File: config.mk
export PLATFORM = sky130hd
export DESIGN_NAME = reg_operand_unit_8088
export DESIGN_NICKNAME = d
export VERILOG_FILES = /design/src/rtl/reg_operand_pkg_8088.sv /design/src/rtl/reg_operand_unit_8088_byte_lane.sv /design/src/rtl/reg_operand_unit_8088.sv
export SDC_FILE = /design/constraint.sdc
export NUM_CORES = 1
export LEC_CHECK = 0
export ABC_AREA = 1
export ABC_CLOCK_PERIOD_IN_PS = 2000
export CAP_MARGIN = 20
export CELL_PAD_IN_SITES_DETAIL_PLACEMENT = 1
export CELL_PAD_IN_SITES_GLOBAL_PLACEMENT = 1
export CORE_ASPECT_RATIO = 1.25
export CORE_MARGIN = 1.5
export CORE_UTILIZATION = 35
export CTS_CLUSTER_SIZE = 8
export DETAILED_ROUTE_END_ITERATION = 12
export PLACE_DENSITY_LB_ADDON = 0.1
export REMOVE_ABC_BUFFERS = 1
export SLEW_MARGIN = 20
export SYNTH_ARGS = -nofsm -noshare
export SYNTH_HDL_FRONTEND = slang
export SYNTH_SLANG_ARGS = --single-unit
File: constraint.sdc
create_clock -name clk -period 2 [get_ports clk]
set_input_delay 0.4 -clock clk [delete_from_list [all_inputs] [get_ports clk]]
set_output_delay 0.4 -clock clk [all_outputs]
set_load 0.005 [all_outputs]
File: src/rtl/reg_operand_pkg_8088.sv
// Shared types for the 8088 register operand sequencer: FSM states,
// register code constants and the code-to-bank mapping function.
package reg_operand_pkg_8088;

  typedef enum logic [2:0] {
    ST_IDLE     = 3'd0,
    ST_FETCH    = 3'd1,
    ST_ISSUE    = 3'd2,
    ST_WAIT_RES = 3'd3,
    ST_WB       = 3'd4
  } state_e;

  localparam logic [2:0] REG_AX = 3'd0;
  localparam logic [2:0] REG_CX = 3'd1;
  localparam logic [2:0] REG_DX = 3'd2;
  localparam logic [2:0] REG_BX = 3'd3;
  localparam logic [2:0] REG_SP = 3'd4;
  localparam logic [2:0] REG_BP = 3'd5;
  localparam logic [2:0] REG_SI = 3'd6;
  localparam logic [2:0] REG_DI = 3'd7;

  localparam logic [2:0] REG_AL = 3'd0;
  localparam logic [2:0] REG_CL = 3'd1;
  localparam logic [2:0] REG_DL = 3'd2;
  localparam logic [2:0] REG_BL = 3'd3;
  localparam logic [2:0] REG_AH = 3'd4;
  localparam logic [2:0] REG_CH = 3'd5;
  localparam logic [2:0] REG_DH = 3'd6;
  localparam logic [2:0] REG_BH = 3'd7;

  typedef struct packed {
    logic [2:0] idx;
    logic       high;
  } reg_map_t;

  // Byte codes 4..7 alias the upper halves of AX..BX.
  function automatic reg_map_t map_reg(input logic [2:0] code, input logic word);
    reg_map_t m;
    if (word) begin
      m.idx  = code;
      m.high = 1'b0;
    end else begin
      m.idx  = {1'b0, code[1:0]};
      m.high = code[2];
    end
    return m;
  endfunction

endpackage

File: src/rtl/reg_operand_unit_8088_byte_lane.sv
// Read-port lane extractor: passes a word through, or picks one byte
// and zero-extends it.
module reg_byte_lane_8088 (
  input  logic [15:0] data_in,
  input  logic        word,
  input  logic        high,
  output logic [15:0] data_out
);

  // Select full word or one zero-extended byte lane.
  always_comb begin
    data_out = data_in;
    if (word) begin
      data_out = data_in;
    end else if (high) begin
      data_out = {8'h00, data_in[15:8]};
    end else begin
      data_out = {8'h00, data_in[7:0]};
    end
  end

endmodule

File: src/rtl/reg_operand_unit_8088.sv
// Operand sequencer: reads two sources from the register bank, hands them to
// the ALU and optionally writes the ALU result back to the destination.
module reg_operand_unit_8088 #(
  parameter int unsigned TIMEOUT_CYCLES = 16,
  parameter int unsigned CNT_W          = 8
) (
  input  logic             clk,
  input  logic             reset,
  input  logic             req_valid,
  output logic             req_ready,
  input  logic             req_w,
  input  logic [2:0]       req_src1,
  input  logic [2:0]       req_src2,
  input  logic [2:0]       req_dst,
  input  logic             req_wb,
  output logic             op_valid,
  input  logic             op_ready,
  output logic [15:0]      op_a,
  output logic [15:0]      op_b,
  input  logic             res_valid,
  output logic             res_ready,
  input  logic [15:0]      res_data,
  output logic [2:0]       rb_reg_read1,
  output logic [2:0]       rb_reg_read2,
  input  logic [15:0]      rb_read_data1,
  input  logic [15:0]      rb_read_data2,
  output logic             rb_en_write,
  output logic [2:0]       rb_reg_write,
  output logic [15:0]      rb_write_data,
  output logic             rb_size,
  output logic             rb_select_high_low,
  output logic             busy,
  output logic             err_timeout,
  input  logic             err_clear,
  output logic [CNT_W-1:0] wb_count
);
  import reg_operand_pkg_8088::*;

  localparam int unsigned TMR_W = (TIMEOUT_CYCLES < 2) ? 1 : $clog2(TIMEOUT_CYCLES);
  localparam logic [TMR_W-1:0] TMR_LAST = TMR_W'(TIMEOUT_CYCLES - 1);

  state_e state_q, state_d;
  logic w_q, w_d, wb_q, wb_d, hi1_q, hi1_d, hi2_q, hi2_d, dst_hi_q, dst_hi_d;
  logic [2:0] rd1_q, rd1_d, rd2_q, rd2_d, dst_idx_q, dst_idx_d, wr_idx_q, wr_idx_d;
  logic [15:0] op_a_q, op_a_d, op_b_q, op_b_d, wr_data_q, wr_data_d;
  logic en_wr_q, en_wr_d, size_q, size_d, sel_hl_q, sel_hl_d;
  logic req_ready_q, req_ready_d, op_valid_q, op_valid_d, res_ready_q, res_ready_d;
  logic busy_q, busy_d, err_q, err_d;
  logic [TMR_W-1:0] timer_q, timer_d;
  logic [CNT_W-1:0] wb_cnt_q, wb_cnt_d;
  logic [15:0] ext1_s, ext2_s;
  reg_map_t map1_s, map2_s, mapd_s;

  assign map1_s = map_reg(req_src1, req_w);
  assign map2_s = map_reg(req_src2, req_w);
  assign mapd_s = map_reg(req_dst, req_w);

  reg_byte_lane_8088 u_lane1 (.data_in(rb_read_data1), .word(w_q), .high(hi1_q), .data_out(ext1_s));
  reg_byte_lane_8088 u_lane2 (.data_in(rb_read_data2), .word(w_q), .high(hi2_q), .data_out(ext2_s));

  // Next-state and next-output computation for the sequencer.
  always_comb begin
    state_d = state_q;     w_d = w_q;         wb_d = wb_q;
    hi1_d = hi1_q;         hi2_d = hi2_q;     dst_hi_d = dst_hi_q;
    rd1_d = rd1_q;         rd2_d = rd2_q;     dst_idx_d = dst_idx_q;
    op_a_d = op_a_q;       op_b_d = op_b_q;   timer_d = timer_q;
    en_wr_d = 1'b0;        wr_idx_d = wr_idx_q; wr_data_d = wr_data_q;
    size_d = size_q;       sel_hl_d = sel_hl_q; wb_cnt_d = wb_cnt_q;
    err_d = err_clear ? 1'b0 : err_q;
    case (state_q)
      ST_IDLE: begin
        if (req_valid) begin
          w_d = req_w;           wb_d = req_wb;
          rd1_d = map1_s.idx;    hi1_d = map1_s.high;
          rd2_d = map2_s.idx;    hi2_d = map2_s.high;
          dst_idx_d = mapd_s.idx; dst_hi_d = mapd_s.high;
          state_d = ST_FETCH;
        end else begin
          state_d = ST_IDLE;
        end
      end
      ST_FETCH: begin
        op_a_d  = ext1_s;
        op_b_d  = ext2_s;
        state_d = ST_ISSUE;
      end
      ST_ISSUE: begin
        timer_d = {TMR_W{1'b0}};
        if (op_ready) begin
          state_d = wb_q ? ST_WAIT_RES : ST_IDLE;
        end else begin
          state_d = ST_ISSUE;
        end
      end
      ST_WAIT_RES: begin
        // A result arriving on the expiry cycle still wins over the timeout.
        if (res_valid) begin
          en_wr_d   = 1'b1;
          wr_idx_d  = dst_idx_q;
          size_d    = w_q;
          sel_hl_d  = dst_hi_q;
          wr_data_d = w_q ? res_data : {8'h00, res_data[7:0]};
          state_d   = ST_WB;
        end else if (timer_q == TMR_LAST) begin
          err_d   = 1'b1;
          state_d = ST_IDLE;
        end else begin
          timer_d = timer_q + TMR_W'(1);
        end
      end
      ST_WB: begin
        wb_cnt_d = wb_cnt_q + CNT_W'(1);
        state_d  = ST_IDLE;
      end
      default: begin
        state_d = ST_IDLE;
      end
    endcase
    req_ready_d = (state_d == ST_IDLE);
    op_valid_d  = (state_d == ST_ISSUE);
    res_ready_d = (state_d == ST_WAIT_RES);
    busy_d      = (state_d != ST_IDLE);
  end

  // State and registered outputs; reset aborts any pending write.
  always_ff @(posedge clk or negedge reset) begin
    if (!reset) begin
      state_q <= ST_IDLE;  w_q <= 1'b0;      wb_q <= 1'b0;
      hi1_q <= 1'b0;       hi2_q <= 1'b0;    dst_hi_q <= 1'b0;
      rd1_q <= 3'd0;       rd2_q <= 3'd0;    dst_idx_q <= 3'd0;
      op_a_q <= 16'h0000;  op_b_q <= 16'h0000; timer_q <= {TMR_W{1'b0}};
      en_wr_q <= 1'b0;     wr_idx_q <= 3'd0; wr_data_q <= 16'h0000;
      size_q <= 1'b0;      sel_hl_q <= 1'b0; wb_cnt_q <= {CNT_W{1'b0}};
      err_q <= 1'b0;       req_ready_q <= 1'b1; op_valid_q <= 1'b0;
      res_ready_q <= 1'b0; busy_q <= 1'b0;
    end else begin
      state_q <= state_d;  w_q <= w_d;       wb_q <= wb_d;
      hi1_q <= hi1_d;      hi2_q <= hi2_d;   dst_hi_q <= dst_hi_d;
      rd1_q <= rd1_d;      rd2_q <= rd2_d;   dst_idx_q <= dst_idx_d;
      op_a_q <= op_a_d;    op_b_q <= op_b_d; timer_q <= timer_d;
      en_wr_q <= en_wr_d;  wr_idx_q <= wr_idx_d; wr_data_q <= wr_data_d;
      size_q <= size_d;    sel_hl_q <= sel_hl_d; wb_cnt_q <= wb_cnt_d;
      err_q <= err_d;      req_ready_q <= req_ready_d; op_valid_q <= op_valid_d;
      res_ready_q <= res_ready_d; busy_q <= busy_d;
    end
  end

  assign req_ready          = req_ready_q;
  assign op_valid           = op_valid_q;
  assign res_ready          = res_ready_q;
  assign busy               = busy_q;
  assign op_a               = op_a_q;
  assign op_b               = op_b_q;
  assign rb_reg_read1       = rd1_q;
  assign rb_reg_read2       = rd2_q;
  assign rb_en_write        = en_wr_q;
  assign rb_reg_write       = wr_idx_q;
  assign rb_write_data      = wr_data_q;
  assign rb_size            = size_q;
  assign rb_select_high_low = sel_hl_q;
  assign err_timeout        = err_q;
  assign wb_count           = wb_cnt_q;

endmodule

Yosys cells after proc, flatten, opt, wreduce, memory -nomap -nowiden --
Index checks and enable logic that the tools add are counted.
Storage, ports and cells: bits in registers 88, input bits 65, output and inout bits 73, logic and storage cells 64
Cells by class: add/sub/neg operators 2, equality and inequality tests 9, multiplexer cells 23, reduce and logical (&&, ||, !) cells 7
Operators with widths (count):
- $mux 16 | 3
- $mux 4 | 5
- $mux 8 | 2
- $eq 3x2->1 const B | 4
- $pmux 3 s4 | 1
- $add 8x1->8 const B | 1
- $pmux 4 s2 | 1
- $mux 1 | 7
- $logic_not 3->1 | 2
- $mux 3 | 2
- $add 4x1->4 const B | 1
- $eq 4x4->1 const B | 1
- $mux 2 | 2
- $ne 2x2->1 const B | 2
- $reduce_and 2->1 | 2
- $eq 3x1->1 const B | 1
- $eq 3x3->1 const B | 1
- $reduce_and 3->1 | 1
- $reduce_bool 3->1 | 1
- $reduce_bool 2->1 | 1

Logic depth before layout (Yosys ltp) --
word-level depth 5, mapped depth 7, gate-level depth less buffers 7

Modules after synthesis --
A second synthesis with hierarchy kept.
Second synthesis, totals: cell total of the unflattened synthesis 483, area, all modules 3971.3 um^2
Modules (own cells, without submodules):
- reg_operand_unit_8088 | times used 1, cells an instance 395, area an instance 3588.4 um^2
- reg_byte_lane_8088 | times used 2, cells an instance 44, area an instance 191.4 um^2

Worst setup path before layout --
Ideal clock, no wire load.
path type reg-to-reg, start register state_q[0], end register wb_cnt_q[6] (netlist: wb_count[6]), setup time 117 ps, arrival time 1095 ps, slack 789 ps, stages on the path, launching flop included 7, cell sequence dfrtp_1 nor2_1 nand2_1 nor3_2 nand2_1 nand2_1 nand2_1
On the way: cells in the longest elaborated chain, start to end 1
Ends and longest elaborated chain:
- from (decl) | RTL line reg_operand_unit_8088.sv:42 | state_e state_q, state_d;
- from (signal assigned) | RTL line reg_operand_unit_8088.sv:137 | state_q <= state_d; w_q <= w_d; wb_q <= wb_d;
- $eq 3x3->1 | RTL line reg_operand_unit_8088.sv:70 | case (state_q)
- to (signal assigned) | RTL line reg_operand_unit_8088.sv:142 | size_q <= size_d; sel_hl_q <= sel_hl_d; wb_cnt_q <= wb_cnt_d;
- to (decl) | RTL line reg_operand_unit_8088.sv:50 | logic [CNT_W-1:0] wb_cnt_q, wb_cnt_d;
Every way passes these cells. A chain may end at the register's enable or synchronous reset.

Worst setup path in the final report --
start register req_ready_q (netlist: req_ready), end output port req_ready
RTL lines:
- from (decl) | RTL line reg_operand_unit_8088.sv:47 | logic req_ready_q, req_ready_d, op_valid_q, op_valid_d, res_ready_q, res_ready_d;
- from (signal assigned) | RTL line reg_operand_unit_8088.sv:143 | err_q <= err_d; req_ready_q <= req_ready_d; op_valid_q <= op_valid_d;
- to (decl) | RTL line reg_operand_unit_8088.sv:10 | output logic req_ready,
No word-level cell between the ends.

==> impl_results.md <==
- Global route overflow: 0
- All-layer global routing usage: 0.2062
- CP Capture Type: output pin
- Worst-path maximum fanout: 1
- Hold-fix buffers, CTS: 0
- Synthesized area: between 3000 and 4000 µm²
- Max-cap check violation count: 0
- Worst-Margin Slew: approximately 500 ps
- Area Growth Syn to Fin: 49.75%
- Synth unique cells: 26
- # resized after CTS: 0
- Die width: roughly 95 µm
- Site Rows: 41
- Max VDD drop: 0.0004868 V
- Avg Inst Size Synth: 9.072 µm²
- Critical path cell sequence: clkdlybuf4s50_1
- WL final: 10840 µm
- Fin crit period: 1756 ps
- Wire per inst: 15.89 µm
- Area taken by multi-input logic gates: 1306 µm²
- R2R Path End: op_a[0]
- Synth Instances: slightly above 400
- Lkg Pwr: 0.002535 µW
- # fillers: 1178
- Number of buffers and inverters on the critical path: 1
- FF-to-FF Start: state_q[2]
- Sequential Area: 2203 µm²
- First drt pass iteration count: 4
- Slowest stage delay, CP: 520 ps
- GP Congestion: 0.7744
- Inserted Diodes: 0
- Final core utilization: 0.5443
- Fmax: 569.6 MHz
- Final worst slack: 244.5 ps
- Die Area: around 11000 µm²
- Clock Sinks: 88
- Number of remaining DRC errors: 0
- Slew HR: 0.6672
- CTS buffer count: 9
- Dpl cell area: 5256 µm²
- Input/output buffers: 137
- HP Class: input port to asynchronous set/reset pin
- HPWL after DPL: 7930 µm
- Clk Latency, worst-skew pair: 330 ps
- Ratio of cells with drive above 1 in the final layout: 0.07052
- Count of warnings emitted by yosys: 0
- Largest net degree at the start of global routing: 35
- Clock slew at reported path FFs: 60 ps
- Total negative setup slack: 0 ps
- Critical Path RT: 1600 ps
- R2R setup slack: 290 ps
- Number of H-tree levels: 3
- CORE AREA: a little over 10000 µm²
- Status: finished, final reports clean
- WS Path Type: flip-flop to output pin
- DR iter-0 viols: between 100 and 150
- Remaining antenna violation count: 0
- Worst Clk Skew: approximately 4.7 ps
- CP startpoint kind: flip-flop
- Vias in the first global route: about 3600
- Final net count: roughly 620
- Leading cell type in the layout, fill and taps excluded: nand2_1
- Root Buffer: clkbuf_16
- Initial Util: 0.3635
- Fin area: 5529 µm²
- CTS tree: done
- Initial antenna violation count: 0
- Unrepaired setup endpoints after global routing: no
- Tcrit/Tclk final: 0.8778
- Number of hold violations in the final report: 0
- Power per Cell Area: 1366 nW/µm²
- Sequential area share after synthesis: 0.5967
- Cell count of the worst reg-to-reg path: 4
- Via count: 3303
- Yosys reg bits: around 90
- Crit-path slowest cell: dfstp_2
- Final count of negative-setup-slack endpoints: 0
- Place WS: 270.1 ps
- Arr. time, crit path: 1360 ps
- Die height: between 100 and 150 µm
- First-pass GRT wire length: between 15000 and 20000 µm
- # IOs: 138
- Vias per inst: 4.843
- Most frequent cells in the layout: 153 x nand2_1, 136 x clkdlybuf4s50_1, 87 x dfrtp_1, 31 x o21ai_0, 25 x nand3_1
- Final Max Slew Viols: 0
- CP delay by family, top: flip-flops
- Post-CTS Setup Inserts: 0
- Longest Clk Path Bufs: 2
-- where the power goes --
| group | leakage, µW | internal [µW] | switching (µW) | total [µW] |
|---|---|---|---|---|
| Sequential | 0.00112 | 2480 | 475 | 2960 |
| Combinational | 0.00128 | 1690 | 1350 | 3040 |
| Clock | 0.000141 | 894 | 661 | 1550 |
-- worst max path at each step --
stage / endpoint / from / slack, ps / cells after the start
final: req_ready / req_ready / 240 / 1
after global routing: op_b[1] / state_q[2] / 160 / 4
after CTS: req_ready / req_ready / 230 / 1
after detailed placement: op_b[4] / state_q[2] / 270 / 4
after global placement: rb_reg_write[0] / res_valid / 340 / 5
after floorplan: op_a[0] / state_q[2] / 360 / 4
-- synth_stat cells --
library cell / number / share of area
a21oi_1: 16 / 0.022
nand4_2: 1 / 0.0034
a2bb2oi_1: 16 / 0.038
o22ai_1: 1 / 0.0017
inv_2: 3 / 0.0030
nand2_1: 153 / 0.16
nor2_1: 8 / 0.0081
inv_1: 24 / 0.024
nand3b_1: 3 / 0.0061
clkbuf_1: 9 / 0.0091
ha_1: 2 / 0.0068
o31ai_1: 3 / 0.0061
buf_4: 1 / 0.0020
buf_2: 8 / 0.011
xor2_1: 2 / 0.0047
or2_2: 1 / 0.0017
dfstp_2: 1 / 0.0071
nand3_1: 25 / 0.034
dfrtp_1: 87 / 0.59
xnor2_1: 1 / 0.0024
o21ai_1: 3 / 0.0041
nor3_2: 1 / 0.0027
nand4_1: 3 / 0.0051
nor2_2: 1 / 0.0017
o21ai_0: 31 / 0.042
nand3_2: 3 / 0.0081
-- layer usage --
layer  up-vias  track usage  wire length (µm)
met5         -            0                 0
met4         0      0.05784               152
met3        12      0.06008               756
met2       102       0.3424              5288
met1      1582       0.2577              4641
li1       1607            -                 -
-- cell families (layout without fill, tap and decap cells) --
family | after synthesis | count (layout) | synth area share
xor gates and xnor gates | 3 | 3 | 0.007118
and+or+nand+nor | 199 | 199 | 0.2264
adders and majority gates | 2 | 2 | 0.006776
AOI/OAI and AO/OA | 70 | 70 | 0.1135
DFF | 88 | 88 | 0.5967
buffers and inverters | 45 | 191 | 0.04948
-- layout make-up --
class	count	share of cell area
clock buffers	11	0.04571
flip-flops and latches	88	0.3985
repair buffers	149	0.2684
clock inverters	4	0.003621
inverters	27	0.01833
well taps	129	0.02919
multi-input cells	274	0.2363
-- flip-flops by register name (all words and copies together), names as in the netlist --
register,cells
rb_reg_read1,3
req_ready,1
w_q,1
state_q,3
wb_count,8
busy,1
hi1_q,1
timer_q,4
rb_reg_write,3
dst_idx_q,3
rb_size,1
res_ready,1
wb_q,1
err_timeout,1
rb_write_data,16
op_b,16
op_a,16
rb_en_write,1
rb_reg_read2,3
dst_hi_q,1
hi2_q,1
op_valid,1
rb_select_high_low,1
-- through the flow --
stage / cells / hold slack, ps / power, µW
floorplan: 389 / 104.4 / 4113
global route: 682 / 39.99 / 8107
global placement: 667 / 390.2 / 5937
detailed placement: 667 / 398.1 / 6070
finish: 682 / 24.39 / 7554
CTS: 682 / 35.12 / 7673
(Power assumes the default switching activity.)
